<file path="config.mk">
export PLATFORM = sky130hd
export DESIGN_NAME = pim_mem_arbiter
export DESIGN_NICKNAME = d
export VERILOG_FILES = /design/src/rtl/pim_mem_arbiter.sv
export SDC_FILE = /design/constraint.sdc
export NUM_CORES = 1
export LEC_CHECK = 0
export CORE_MARGIN = 1
export CORE_UTILIZATION = 37
export CTS_CLUSTER_DIAMETER = 120
export DETAILED_ROUTE_END_ITERATION = 8
export GPL_TIMING_DRIVEN = 1
export PLACE_DENSITY_LB_ADDON = 0.15
export SLEW_MARGIN = 20
export SYNTH_ARGS = -nofsm -noshare
export SYNTH_HDL_FRONTEND = slang
export SYNTH_SLANG_ARGS = --single-unit
</file>
<file path="constraint.sdc">
create_clock -name clk -period 3 [get_ports clk]
set_input_delay 0.6 -clock clk [delete_from_list [all_inputs] [get_ports clk]]
set_output_delay 0.6 -clock clk [all_outputs]
set_load 0.05 [all_outputs]
</file>
<file path="src/rtl/pim_mem_arbiter.sv">
// -----------------------------------------------------------------------------
// pim_mem_arbiter
//
// Front end that lets NUM_PORTS requesters (port 0 = RISC-V core, the others
// PIM engines / DMA) share one on-chip RAM port. Each requester uses the
// core-style strobe bus: a one-cycle nonzero wmask starts a write, a one-cycle
// rstrb starts a read. The request is latched per port, a single winner is
// picked (round-robin or fixed priority, optionally restricted to one forced
// port) and its access is replayed onto the RAM port.
//
// Ports
//   clk, rst       clock, synchronous active-high reset
//   req_addr       NUM_PORTS x 32 byte address (port p at [32p+31:32p])
//   req_wdata      NUM_PORTS x 32 write data
//   req_wmask      NUM_PORTS x 4  byte mask, nonzero = write strobe
//   req_rstrb      NUM_PORTS      read strobe
//   req_rdata      NUM_PORTS x 32 per-port read data register
//   req_rbusy      NUM_PORTS      read pending
//   req_wbusy      NUM_PORTS      write pending
//   force_en       restrict arbitration to force_port
//   force_port     forced port index
//   ram_addr       RAM word address (byte address [ADDR_W+1:2])
//   ram_wdata      RAM write data
//   ram_wen        RAM write enable (single cycle)
//   ram_rden       RAM read enable (single cycle)
//   ram_byteena    RAM byte enables (wmask on write, all ones on read)
//   ram_rdata      RAM read data, valid RD_LAT cycles after ram_rden
//   active_port    index of the most recently granted port
// -----------------------------------------------------------------------------
module pim_mem_arbiter #(
   parameter int NUM_PORTS = 2,
   parameter int ADDR_W    = 10,
   parameter int RD_LAT    = 1,
   parameter int ARB_MODE  = 0,
   localparam int PW       = (NUM_PORTS > 1) ? $clog2(NUM_PORTS) : 1
) (
   input  logic                      clk,
   input  logic                      rst,
   input  logic [NUM_PORTS*32-1:0]   req_addr,
   input  logic [NUM_PORTS*32-1:0]   req_wdata,
   input  logic [NUM_PORTS*4-1:0]    req_wmask,
   input  logic [NUM_PORTS-1:0]      req_rstrb,
   output logic [NUM_PORTS*32-1:0]   req_rdata,
   output logic [NUM_PORTS-1:0]      req_rbusy,
   output logic [NUM_PORTS-1:0]      req_wbusy,
   input  logic                      force_en,
   input  logic [PW-1:0]             force_port,
   output logic [ADDR_W-1:0]         ram_addr,
   output logic [31:0]               ram_wdata,
   output logic                      ram_wen,
   output logic                      ram_rden,
   output logic [3:0]                ram_byteena,
   input  logic [31:0]               ram_rdata,
   output logic [PW-1:0]             active_port
);

   localparam logic [1:0] ST_IDLE  = 2'd0;
   localparam logic [1:0] ST_ISSUE = 2'd1;
   localparam logic [1:0] ST_WAIT  = 2'd2;

   // Last WAIT cycle: RAM data is valid and gets captured.
   localparam logic [1:0] LAT_LAST = 2'(RD_LAT - 1);

   // Per-port latched requests
   logic [NUM_PORTS-1:0]   pend_wr_r;
   logic [NUM_PORTS-1:0]   pend_rd_r;
   logic [ADDR_W-1:0]      addr_r  [NUM_PORTS];
   logic [31:0]            wdata_r [NUM_PORTS];
   logic [3:0]             wmask_r [NUM_PORTS];

   // Arbiter / sequencer state
   logic [1:0]             state_r;
   logic [PW-1:0]          win_r;
   logic [PW-1:0]          last_grant_r;
   logic                   is_wr_r;
   logic [1:0]             lat_cnt_r;

   // RAM-side output registers
   logic [ADDR_W-1:0]      ram_addr_r;
   logic [31:0]            ram_wdata_r;
   logic                   ram_wen_r;
   logic                   ram_rden_r;
   logic [3:0]             ram_byteena_r;
   logic [NUM_PORTS*32-1:0] rdata_r;

   // Combinational arbitration
   logic [NUM_PORTS-1:0]   force_mask_s;
   logic [NUM_PORTS-1:0]   eligible_s;
   logic [2*NUM_PORTS-1:0] dbl_s;
   logic [NUM_PORTS-1:0]   rot_s;
   int                     rr_idx_s;
   logic                   win_found_s;
   logic [PW-1:0]          win_idx_s;
   logic                   done_wr_s;
   logic                   done_rd_s;
   logic [NUM_PORTS-1:0]   clear_s;

   // Eligibility: pending ports, optionally narrowed to the forced port.
   always_comb begin
      force_mask_s = {NUM_PORTS{1'b1}};
      if (force_en) begin
         force_mask_s = {{(NUM_PORTS-1){1'b0}}, 1'b1} << force_port;
      end else begin
         force_mask_s = {NUM_PORTS{1'b1}};
      end
      eligible_s = (pend_wr_r | pend_rd_r) & force_mask_s;
   end

   // Winner selection. Round-robin rotates the eligible vector so that
   // bit 0 is last_grant+1, then takes the lowest set bit; the doubled
   // vector makes the rotation a plain right shift.
   always_comb begin
      win_found_s = 1'b0;
      win_idx_s   = {PW{1'b0}};
      rr_idx_s    = 0;
      dbl_s       = {eligible_s, eligible_s} >> ({1'b0, last_grant_r} + {{PW{1'b0}}, 1'b1});
      rot_s       = dbl_s[NUM_PORTS-1:0];
      if (ARB_MODE == 1) begin
         for (int j = NUM_PORTS - 1; j >= 0; j--) begin
            if (eligible_s[j]) begin
               win_found_s = 1'b1;
               win_idx_s   = PW'(j);
            end else begin
               win_found_s = win_found_s;
            end
         end
      end else begin
         for (int j = NUM_PORTS - 1; j >= 0; j--) begin
            if (rot_s[j]) begin
               win_found_s = 1'b1;
               rr_idx_s    = int'(last_grant_r) + 1 + j;
            end else begin
               win_found_s = win_found_s;
            end
         end
         if (rr_idx_s >= NUM_PORTS) begin
            rr_idx_s = rr_idx_s - NUM_PORTS;
         end else begin
            rr_idx_s = rr_idx_s;
         end
         win_idx_s = rr_idx_s[PW-1:0];
      end
   end

   // Completion events and the per-port pending clear they cause.
   always_comb begin
      done_wr_s = (state_r == ST_ISSUE) && is_wr_r;
      done_rd_s = (state_r == ST_WAIT) && (lat_cnt_r == LAT_LAST);
      clear_s   = {NUM_PORTS{1'b0}};
      for (int p = 0; p < NUM_PORTS; p++) begin
         clear_s[p] = (done_wr_s || done_rd_s) && (win_r == PW'(p));
      end
   end

   // Per-port request capture. A port only accepts a new strobe while it has
   // nothing pending; a write strobe wins over a simultaneous read strobe.
   always_ff @(posedge clk) begin
      if (rst) begin
         pend_wr_r <= {NUM_PORTS{1'b0}};
         pend_rd_r <= {NUM_PORTS{1'b0}};
         for (int p = 0; p < NUM_PORTS; p++) begin
            addr_r[p]  <= {ADDR_W{1'b0}};
            wdata_r[p] <= 32'h0000_0000;
            wmask_r[p] <= 4'h0;
         end
      end else begin
         for (int p = 0; p < NUM_PORTS; p++) begin
            if (pend_wr_r[p] || pend_rd_r[p]) begin
               if (clear_s[p]) begin
                  pend_wr_r[p] <= 1'b0;
                  pend_rd_r[p] <= 1'b0;
               end
            end else if (req_wmask[4*p +: 4] != 4'h0) begin
               addr_r[p]    <= req_addr[32*p+2 +: ADDR_W];
               wdata_r[p]   <= req_wdata[32*p +: 32];
               wmask_r[p]   <= req_wmask[4*p +: 4];
               pend_wr_r[p] <= 1'b1;
            end else if (req_rstrb[p]) begin
               addr_r[p]    <= req_addr[32*p+2 +: ADDR_W];
               pend_rd_r[p] <= 1'b1;
            end
         end
      end
   end

   // Access sequencer: IDLE grants and loads the RAM registers, so the
   // enable is high for exactly the ISSUE cycle; reads then wait RD_LAT.
   always_ff @(posedge clk) begin
      if (rst) begin
         state_r       <= ST_IDLE;
         win_r         <= {PW{1'b0}};
         last_grant_r  <= PW'(NUM_PORTS - 1);
         is_wr_r       <= 1'b0;
         lat_cnt_r     <= 2'd0;
         ram_addr_r    <= {ADDR_W{1'b0}};
         ram_wdata_r   <= 32'h0000_0000;
         ram_wen_r     <= 1'b0;
         ram_rden_r    <= 1'b0;
         ram_byteena_r <= 4'h0;
      end else begin
         case (state_r)
            ST_IDLE: begin
               ram_wen_r  <= 1'b0;
               ram_rden_r <= 1'b0;
               if (win_found_s) begin
                  ram_addr_r <= addr_r[win_idx_s];
                  if (pend_wr_r[win_idx_s]) begin
                     ram_wen_r     <= 1'b1;
                     ram_wdata_r   <= wdata_r[win_idx_s];
                     ram_byteena_r <= wmask_r[win_idx_s];
                     is_wr_r       <= 1'b1;
                  end else begin
                     ram_rden_r    <= 1'b1;
                     ram_byteena_r <= 4'hF;
                     is_wr_r       <= 1'b0;
                  end
                  win_r        <= win_idx_s;
                  last_grant_r <= win_idx_s;
                  lat_cnt_r    <= 2'd0;
                  state_r      <= ST_ISSUE;
               end
            end
            ST_ISSUE: begin
               ram_wen_r  <= 1'b0;
               ram_rden_r <= 1'b0;
               if (is_wr_r) begin
                  state_r <= ST_IDLE;
               end else begin
                  state_r <= ST_WAIT;
               end
            end
            ST_WAIT: begin
               ram_wen_r  <= 1'b0;
               ram_rden_r <= 1'b0;
               if (lat_cnt_r == LAT_LAST) begin
                  state_r <= ST_IDLE;
               end else begin
                  lat_cnt_r <= lat_cnt_r + 2'd1;
               end
            end
            default: begin
               ram_wen_r  <= 1'b0;
               ram_rden_r <= 1'b0;
               state_r    <= ST_IDLE;
            end
         endcase
      end
   end

   // Read data return: only the granted port's register is updated.
   always_ff @(posedge clk) begin
      if (rst) begin
         rdata_r <= {(NUM_PORTS*32){1'b0}};
      end else begin
         for (int p = 0; p < NUM_PORTS; p++) begin
            if (done_rd_s && (win_r == PW'(p))) begin
               rdata_r[32*p +: 32] <= ram_rdata;
            end
         end
      end
   end

   assign req_rdata   = rdata_r;
   assign req_rbusy   = pend_rd_r;
   assign req_wbusy   = pend_wr_r;
   assign ram_addr    = ram_addr_r;
   assign ram_wdata   = ram_wdata_r;
   assign ram_wen     = ram_wen_r;
   assign ram_rden    = ram_rden_r;
   assign ram_byteena = ram_byteena_r;
   assign active_port = win_r;

endmodule

</file>
# == After elaboration in Yosys (flattened, before gate mapping) ==
# Memory sizes are Yosys's and may differ from the RTL's. A register that Yosys moved wholly into a read port is not among the register bits.
# Cells that the tools add are included.
# word_totals
ff_bits,81
ram_bits,92
in_bits,174
output_inout_bits,117
elab_cells,133
n_memories,3
# op_classes
add_sub_neg,5
magnitude_cmp,2
eq_ne,9
shift,2
muxes,58
bitwise,13
n_reduce_logical,27
# memory_table
name,words,word_bits,read_ports,rd_clocked_by_memory_dff,write_ports,line,text
wdata_r,2,32,1,1,2,68,logic [31:0] wdata_r [NUM_PORTS];
addr_r,2,10,1,1,2,67,logic [ADDR_W-1:0] addr_r [NUM_PORTS];
wmask_r,2,4,1,0,2,69,logic [3:0] wmask_r [NUM_PORTS];
# op_table
operator,n
$mux 32,4
$mux 10,4
$mux 1,39
$add 32x2->32 const B,1
$ge 32x3->1 const B,1
$mux 2,6
$mux 4,3
$ne 2x2->1 const B,6
$reduce_and 3->1,4
$reduce_bool 2->1,5
$or 1x1->1,8
$reduce_and 2->1,4
$reduce_bool 4->1,2
$logic_and 1x1->1,6
$pmux 2 s3,1
$add 1x1->2 const B,2
$logic_not 2->1,2
$pmux 2 s2,1
$shr 4x2->2,1
$logic_or 1x1->1,3
$not 1->1,3
$reduce_or 3->1,1
$add 2x1->2 const B,1
$and 2x2->2,1
other kinds (7),7

# == Depth between registers and ports, before layout ==
# Gate-level depths: netlist (run 1).
# depth
depth_word,11
mapped_depth,8
ltp_nobuf,6

# == Worst setup path before layout (run 1) ==
# No wires, ideal clock.
# synth_path
path_type,input-to-reg
from,in rst
to,"mem wdata_r[1][0], enable pin"
setup_ns,0.399
arrival_ns,2.199
required_ns,2.601
slack_ns,0.402
path_stages,3
n_path_buf,2
cell_sequence,clkbuf_1 > clkbuf_1 > nand2b_1
# synth_rtl
item,line,text
from (decl),38,"input logic rst,"
to (decl),68,

# == Final worst setup path (run 1) ==
# layout_path
from,"reg pend_wr_r[1], in the netlist req_wbusy[1]"
to,out req_wbusy[1]
# layout_rtl
item,line,text
from (decl),65,logic [NUM_PORTS-1:0] pend_wr_r;
from (signal assigned),159,pend_wr_r <= {NUM_PORTS{1'b0}};
to (decl),45,"output logic [NUM_PORTS-1:0] req_wbusy,"
# No word-level cell between the ends.

==> results of run 1 <==
flip-flops by register name, summed over array words and instances, names as in the netlist:
| signal | cells |
|---|---|
| active_port | 1 |
| addr_r | 20 |
| is_wr_r | 1 |
| last_grant_r | 1 |
| lat_cnt_r | 2 |
| ram_addr | 10 |
| ram_byteena | 4 |
| ram_rden | 1 |
| ram_wdata | 32 |
| ram_wen | 1 |
| req_rbusy | 2 |
| req_rdata | 64 |
| req_wbusy | 2 |
| state_r | 2 |
| wdata_r | 64 |
| wmask_r | 8 |
final cells by class:
| class | instances | area (sq um) |
|---|---|---|
| clock buffers | 29 | 618 |
| clock inverters | 12 | 85.1 |
| well taps | 280 | 350 |
| fillers | 2023 | 10200 |
| multi-input cells | 507 | 2920 |
| flip-flops and latches | 215 | 5230 |
| inverters | 36 | 135 |
| diodes | 1 | 2.50 |
| repair buffers | 263 | 2640 |
power by group through the flow:
stage / Sequential [mW] / Combinational, mW / Clock [mW]
after global placement: 3.52 / 1.57 / 0
after detailed placement: 3.52 / 1.59 / 0
after global routing: 3.49 / 1.67 / 2.85
after floorplan: 3.93 / 0.540 / 0
after CTS: 3.46 / 1.59 / 2.73
final: 3.46 / 1.56 / 2.66
synthesized netlist by cell type (all sizes together):
library cell  instances  area share, %
nand2               168            7.4
dfxtp               123             29
and2                 95            7.0
edfxtp               92             33
a21oi                87            5.1
nor3                 65            3.8
clkbuf               52            2.3
inv                  36            1.6
a2111oi              33            5.5
a311oi               14            1.4
nor2                 10           0.44
nand2b                7           0.52
o21ai                 7           0.41
buf                   6           0.44
a211o                 2           0.21
and3b                 2           0.21
nor2b                 2           0.15
o21a                  2           0.18
or4                   2           0.18
a221o                 1           0.12
a2bb2oi               1           0.10
a31oi                 1          0.074
ha                    1           0.15
mux2                  1           0.18
mux2i                 1           0.12
nand3                 1          0.059
nand4bb               1           0.13
o21ba                 1           0.12
o221a                 1           0.13
o221ai                1           0.10
path summary, 6_finish.rpt:
kind | slack (ns) | startpoint | endpoint
worst max-delay path | 0.50 | req_wbusy[1]$_SDFFE_PP0P_ | req_wbusy[1]
worst min-delay path | 0.45 | req_rdata[41]$_SDFFE_PP0P_ | req_rdata[41]$_SDFFE_PP0P_
worst max register to register | 0.67 | req_wbusy[0]$_SDFFE_PP0P_ | ram_wdata[6]$_SDFFE_PP0P_
worst min register to register | 0.45 | req_rdata[41]$_SDFFE_PP0P_ | req_rdata[41]$_SDFFE_PP0P_
layer usage:
layer	track usage (%)	share of wire [%]	vias to the layer above
li1	-	-	3282
met1	24.3	43	3046
met2	32.5	49	196
met3	3.52	5.9	31
met4	5.29	1.7	0
met5	0	0	-
kinds of logic after synthesis:
| family | Yosys count | share of synthesized area [%] |
|---|---|---|
| AOI/OAI and AO/OA | 151 | 13.5 |
| muxes | 2 | 0.295 |
| DFF | 215 | 61.7 |
| adders and majority gates | 1 | 0.148 |
| buffers and inverters | 94 | 4.34 |
| and+or+nand+nor | 353 | 20.0 |
==> reports/metrics.cfg, run 1 <==
[routing]
routed_wl_um = 22300
firstDrtPassIters = 5
wl_per_cell_um = 16.6
avgViaCountPerCell = 4.88
drc = 0
drtAntennaViolNets = 0
drt-initial-drc-count = 322
dr_total_vias = 6555

[cts]
cts_hold_buf = 0
clk_pin_slew_worst_paths_ns = 0.06
cts_max_level = 1
cts.sinks = 215
postCtsSetupRepairBufs = 0
post_cts_resized = 0
clk_latency_ns = 0.50
cts_made_buffers = 23
cts_buffer_depth = 3
cts-root-buf = clkbuf_16
cts_tree = built

[floorplanning]
coreArea_sq_um = 22200
io_pins = 291
initial_core_util_pct = 38.2
die_y_um = 153
core.rowCount = 54
die_w_um = 153
die_area_sq_um = 23500

[critical_path]
cpPeakStageDelay_ns = 0.91
worstPathArrival_ns = 1.90
path_class = reg -> out
endpoint_kind = output pin
cp_cell_sequence = clkdlybuf4s50_1
crit_family = buffers and inverters
cp-start-kind = flop
cpMaxStageDelayCell = clkdlybuf4s50_1
worst-path-buf-inv = 1
crit_fanout = 8
r2r_cells = 4
cp.required_ns = 2.40
path_depth = 1

[sta]
worst_slack_ns = 0.495
min_period_ns = 2.50
hold_viol = 0
tightest_slew_ns = 0.723
rsz0062_at_grt = no
maxSlewViolCount = 0
max_slew_margin_pct = 51.6
fin_skew_ns = 0.0126
post-route-period-util_pct = 83.5
fmax_mhz = 399
holdWs_ns = 0.450
final.setup.tns_ns = 0
setup_viol_count_final = 0

[synthesis]
synth_nets = 991
ys_types = 33
ys_seq_area_share_pct = 61.7
synth_warnings = 0
synthCells = 816
synth_area_sq_um = 8470
ys_seq_elements = 215
syn_area_per_cell_sq_um = 10.4

[pwr]
p_leak_nw = 4.18
power_frac_seq_pct = 45.1
ir_drop_v = 0.000336
p_per_area_nw_per_um2 = 642
cell_internal_pwr_mw = 5.48
pwr-share-comb_pct = 20.4
p_sw_mw = 2.20
clkPwrFrac_pct = 34.6
switching_share_pct = 28.7
finalPower_mw = 7.68

[place]
dp_cells = 1301
placed_area_sq_um = 11300
portBuffers = 246
preCtsSetupSlack_ns = 0.215
gp_congestion = 0.753
hpwl_um = 14500

[final_layout]
drive_above_1_share_pct = 8.29
fin_cells = 1343
final_common_cell = clkdlybuf4s50_1
final_cell_mix = 245 x clkdlybuf4s50_1, 168 x nand2_1, 123 x dfxtp_1
nets = 1221
design_area_sq_um = 12000
area.growth.synth_to_final_pct = 41.4
utilization_pct = 54.0

[global_route]
grt_pass1_wl_um = 35200
grt_max_degree = 73
grt_usage_pct = 18.9
overflow = 0
grt_pass1_vias = 6479
antenna_found_initial = 1

[status]
outcome = completed

[min_path]
min_path_cells = 2
hold_class = reg -> reg

[run]
cap_violations = 0

Power figures use the tool's default switching activity.
==> inputs of run 2 (changes only) <==
==> constraint.sdc (replaced) <==
create_clock -name clk -period 2.1 [get_ports clk]
set_input_delay 0.42 -clock clk [delete_from_list [all_inputs] [get_ports clk]]
set_output_delay 0.42 -clock clk [all_outputs]
set_load 0.05 [all_outputs]
==> reports/metrics.cfg, run 2 (same netlist as run 1, synthesis figures left out) <==
[status]
outcome = completed

[routing]
routed_wl_um = 22500  ; +0.92%
drc = 0  ; unchanged
wl_per_cell_um = 16.4  ; -1.4%
avgViaCountPerCell = 4.88  ; about the same
firstDrtPassIters = 4  ; -1
drt-initial-drc-count = 357  ; +11%
dr_total_vias = 6706  ; +2.3%
drtAntennaViolNets = 0  ; unchanged

[sta]
worst_slack_ns = 0.0368  ; -0.458 ns
hold_viol = 0  ; unchanged
fin_skew_ns = 0.0111  ; -0.00154 ns
fmax_mhz = 485
post-route-period-util_pct = 98.2
max_slew_margin_pct = 47.9  ; -3.7 points
min_period_ns = 2.06
holdWs_ns = 0.328  ; -0.121 ns
maxSlewViolCount = 0  ; unchanged
rsz0062_at_grt = no
tightest_slew_ns = 0.778  ; +0.0556 ns
setup_viol_count_final = 0  ; unchanged

[final_layout]
utilization_pct = 56.1  ; +2.1 points
drive_above_1_share_pct = 11.4  ; +3.1 points
area.growth.synth_to_final_pct = 46.9
diodes = 0  ; -1
nets = 1251  ; +2.5%
final_common_cell = nand2_1
final_cell_mix = 168 x nand2_1, 154 x clkdlybuf4s50_1, 121 x dfxtp_1

[floorplanning]
die_y_um = 153  ; unchanged
initial_core_util_pct = 38.2  ; unchanged
die_w_um = 153  ; unchanged
coreArea_sq_um = 22200  ; unchanged
core.rowCount = 54  ; unchanged
die_area_sq_um = 23500  ; unchanged
io_pins = 291  ; unchanged

[critical_path]
crit_fanout = 2  ; -6
crit_family = buffers and inverters
worstPathArrival_ns = 1.64  ; -0.26 ns
cp.required_ns = 1.68  ; -0.72 ns
reg2reg_slack_ns = 0.23  ; -0.44 ns
worst-path-buf-inv = 1  ; unchanged
cp-start-kind = flop
startpoint = req_rdata[21]$_SDFFE_PP0P_
cpPeakStageDelay_ns = 0.81  ; -0.10 ns
cpMaxStageDelayCell = clkdlybuf4s50_1
path_class = reg -> out
endpoint_kind = output pin
r2r-start = req_wbusy[0]$_SDFFE_PP0P_
cp_cell_sequence = clkdlybuf4s50_1

[min_path]
hold_start = rst
hold_class = in -> reg

[cts]
cts_buffer_depth = 3  ; unchanged
postCtsSetupRepairBufs = 0  ; unchanged
cts-root-buf = clkbuf_16
cts_tree = built
clk_latency_ns = 0.50  ; about the same
cts_hold_buf = 0  ; unchanged
cts_made_buffers = 24  ; +4.3%
cts_max_level = 1  ; unchanged
cts.sinks = 215  ; unchanged
clk_pin_slew_worst_paths_ns = 0.06  ; about the same

[pwr]
finalPower_mw = 11.1  ; +45%
p_leak_nw = 5.50  ; +32%
p_per_area_nw_per_um2 = 896  ; +40%
ir_drop_v = 0.000461  ; +37%

[place]
hpwl_um = 15000  ; +4.1%
preCtsSetupSlack_ns = -0.415  ; -0.630 ns
portBuffers = 246  ; unchanged
gp_congestion = 0.747  ; -0.68%

[global_route]
antenna_found_initial = 0  ; -1
overflow = 0  ; unchanged
grt_pass1_wl_um = 35300  ; +0.37%
grt_max_degree = 65  ; -11%
grt_usage_pct = 18.9  ; about the same
grt_pass1_vias = 6419  ; -0.93%

[run]
cap_violations = 0  ; unchanged

## run 2: report_power, final
part	switching [mW]	internal, mW	leakage [nW]
clock	1.62	2.26	0.363
sequential	0.154	4.78	2.02
combinational	1.41	0.911	3.12
total	3.19	7.95	5.50
## run 2: area by class of cell
class                      count  area [sq um]
tap                          280           350
clock buffer                  36           687
timing repair buffer         292          3080
fill                        1997          9720
sequential                   215          5230
multi-input combinational    507          2920
clock inverter                 8          40.0
inverter                      36           135
## run 2: final timing paths
check / endpoint / cells after the start
max: req_rdata[21] / 1
max reg2reg: ram_wdata[31]$_SDFFE_PP0P_ / 5
min: req_rbusy[1]$_SDFFE_PP0P_ / 2
min reg2reg: req_rdata[0]$_SDFFE_PP0P_ / 2
## run 2: timing repair
item | 4_1_cts | 5_1_grt
gates resized for setup | 30 | 56
endpoints found under the hold margin | 0 | 0
setup endpoints to repair | 30 | 56
## run 2: stage by stage
step | std cells | TNS, ns | cell area (sq um)
floorplan | 816 | 0 | 8480
global placement | 1330 | -48.81 | 11600
detailed placement | 1330 | -50.18 | 11600
CTS | 1374 | 0 | 12300
global route | 1374 | 0 | 12400
finish | 1374 | 0 | 12400
## run 2: metal layers
metal	part of all wire [%]	GRT usage [%]	up-vias	wire length, um
met3	5.7	3.60	35	1280
met2	48	32.5	195	10800
li1	-	-	3331	-
met5	0	0	-	0
met1	44	24.3	3145	9860
met4	2.4	5.39	0	531
==> inputs of run 3 (changes only) <==
--- a/config.mk
+++ b/config.mk
@@ -5,8 +5,10 @@
 export SDC_FILE = /design/constraint.sdc
 export NUM_CORES = 1
 export LEC_CHECK = 0
+export CELL_PAD_IN_SITES_DETAIL_PLACEMENT = 2
+export CELL_PAD_IN_SITES_GLOBAL_PLACEMENT = 2
 export CORE_MARGIN = 1
-export CORE_UTILIZATION = 37
+export CORE_UTILIZATION = 25
 export CTS_CLUSTER_DIAMETER = 120
 export DETAILED_ROUTE_END_ITERATION = 8
 export GPL_TIMING_DRIVEN = 1
==> reports/metrics.cfg, run 3 (same netlist as run 1, synthesis figures left out) <==
[status]
outcome = completed

[critical_path]
cp.required_ns = 1.68  ; about the same
worstPathArrival_ns = 1.62  ; -0.02 ns
cp-start-kind = flop
path_class = reg -> out
cp_cell_sequence = clkdlybuf4s50_1
worst-path-buf-inv = 1  ; unchanged
cpMaxStageDelayCell = clkdlybuf4s50_1
cpPeakStageDelay_ns = 0.80  ; about the same
endpoint_kind = output pin
crit_fanout = 1  ; -1
crit_family = buffers and inverters

[sta]
rsz0062_at_grt = no
tightest_slew_ns = 0.851  ; +0.0722 ns
setup_viol_count_final = 0  ; unchanged
min_period_ns = 2.04  ; -0.0257 ns
max_slew_margin_pct = 43.1  ; -4.8 points
fin_skew_ns = 0.0152  ; +0.00417 ns
maxSlewViolCount = 0  ; unchanged
hold_viol = 0  ; unchanged
fmax_mhz = 491  ; +1.3%
post-route-period-util_pct = 97.0  ; -1.2 points

[floorplanning]
coreArea_sq_um = 33400  ; +51%
die_area_sq_um = 34600  ; +47%
initial_core_util_pct = 25.3  ; -13 points
io_pins = 291  ; unchanged
core.rowCount = 67  ; +24%
die_y_um = 186  ; +21%
die_w_um = 186  ; +21%

[place]
gp_congestion = 0.700  ; -6.3%
hpwl_um = 18600  ; +24%
dp_cells = 1497  ; +13%
portBuffers = 246  ; unchanged

[cts]
clk_pin_slew_worst_paths_ns = 0.06  ; about the same
cts-root-buf = clkbuf_16
cts.sinks = 215  ; unchanged
cts_max_level = 1  ; unchanged
postCtsSetupRepairBufs = 0  ; unchanged
cts_made_buffers = 26  ; +8.3%
cts_tree = built
cts_buffer_depth = 3  ; unchanged
clk_latency_ns = 0.52  ; +0.02 ns

[routing]
drc = 0  ; unchanged
firstDrtPassIters = 6  ; +2
dr_total_vias = 6971  ; +4.0%
routed_wl_um = 27900  ; +24%
avgViaCountPerCell = 4.51  ; -7.7%
drtAntennaViolNets = 0  ; unchanged
drt-initial-drc-count = 182  ; -49%
wl_per_cell_um = 18.0  ; +10%

[final_layout]
fin_cells = 1547  ; +13%
utilization_pct = 37.7  ; -18 points
multi_input_area_sq_um = 2920  ; +0.26%
area.growth.synth_to_final_pct = 49.0
register_area_sq_um = 5230  ; unchanged
drive_above_1_share_pct = 11.7  ; +0.24 points
nets = 1252  ; +0.080%
final_common_cell = nand2_1
num-fill-cells = 3593  ; +80%
final_cell_mix = 168 x nand2_1, 129 x clkdlybuf4s50_1, 121 x dfxtp_1

[global_route]
antenna_found_initial = 2  ; +2
grt_usage_pct = 16.1  ; -2.9 points
grt_pass1_vias = 7452  ; +16%
grt_max_degree = 111  ; +71%
grt_pass1_wl_um = 42600  ; +21%
overflow = 0  ; unchanged

[run]
cap_violations = 0  ; unchanged

[pwr]
ir_drop_v = 0.000650  ; +41%
p_leak_nw = 5.21  ; -5.3%
p_per_area_nw_per_um2 = 914  ; +2.0%

[min_path]
hold_class = in -> reg

run 3: worst paths after layout:
| path | slack [ns] | from | to | depth (start not counted) |
|---|---|---|---|---|
| max | 0.06 | ram_wen$_SDFF_PP0_ | ram_wen | 1 |
| min | 0.28 | rst | req_rbusy[1]$_SDFFE_PP0P_ | 2 |
| max reg2reg | 0.18 | req_wbusy[1]$_SDFFE_PP0P_ | ram_addr[2]$_SDFFE_PP0P_ | 6 |
| min reg2reg | 0.45 | req_rdata[29]$_SDFFE_PP0P_ | req_rdata[29]$_SDFFE_PP0P_ | 2 |
run 3: per-stage QoR:
stage               setup TNS (ns)  setup slack, ns  instance area [sq um]  total power, mW  hold WS (ns)
finish                           0           0.0625                  12600             11.5         0.277
global route                     0          0.00632                  12600             12.0         0.307
CTS                              0         0.000274                  12600             11.7         0.262
detailed placement          -67.19           -0.463                  11900             7.56         0.449
global placement            -62.83           -0.439                  11900             7.53         0.443
floorplan                        0           0.0410                   8480             6.38         0.457
run 3: worst register-to-register path, stage by stage, from the launching register on:
cell,delay [ns]
dfxtp_1,0.33
buf_4,0.16
nand4bb_1,0.18
buf_4,0.13
nand2_1,0.08
nor2_1,0.68
a311oi_1,0.20
run 3: final cells by class:
class                      instances  area share, %
multi-input combinational        507           23.2
timing repair buffer             291           23.6
tap                              448           4.44
inverter                          36           1.07
clock buffer                      38           5.92
sequential                       215           41.4
clock inverter                    10          0.357
antenna                            2         0.0397
run 3: power by group:
group          internal, mW  switching (mW)
sequential             4.78           0.168
clock                  2.45            1.75
combinational         0.887            1.49
total                  8.12            3.41
run 3: routing by layer:
metal	part of all wire [%]	up-vias	routed length (um)	track usage (%)
met2	49	172	13600	27.9
met3	4.5	35	1260	2.66
li1	-	3347	-	-
met4	2.3	0	633	4.13
met1	44	3417	12400	20.6
met5	0	-	0	0
run 3: repair_timing:
| action | CTS | global route |
|---|---|---|
| endpoints found under the hold margin | 0 | 0 |
| hold buffers | 0 | 0 |
| resized for setup | 89 | 24 |
| endpoints found under the setup margin | 89 | 35 |
| cloned | 0 | 0 |
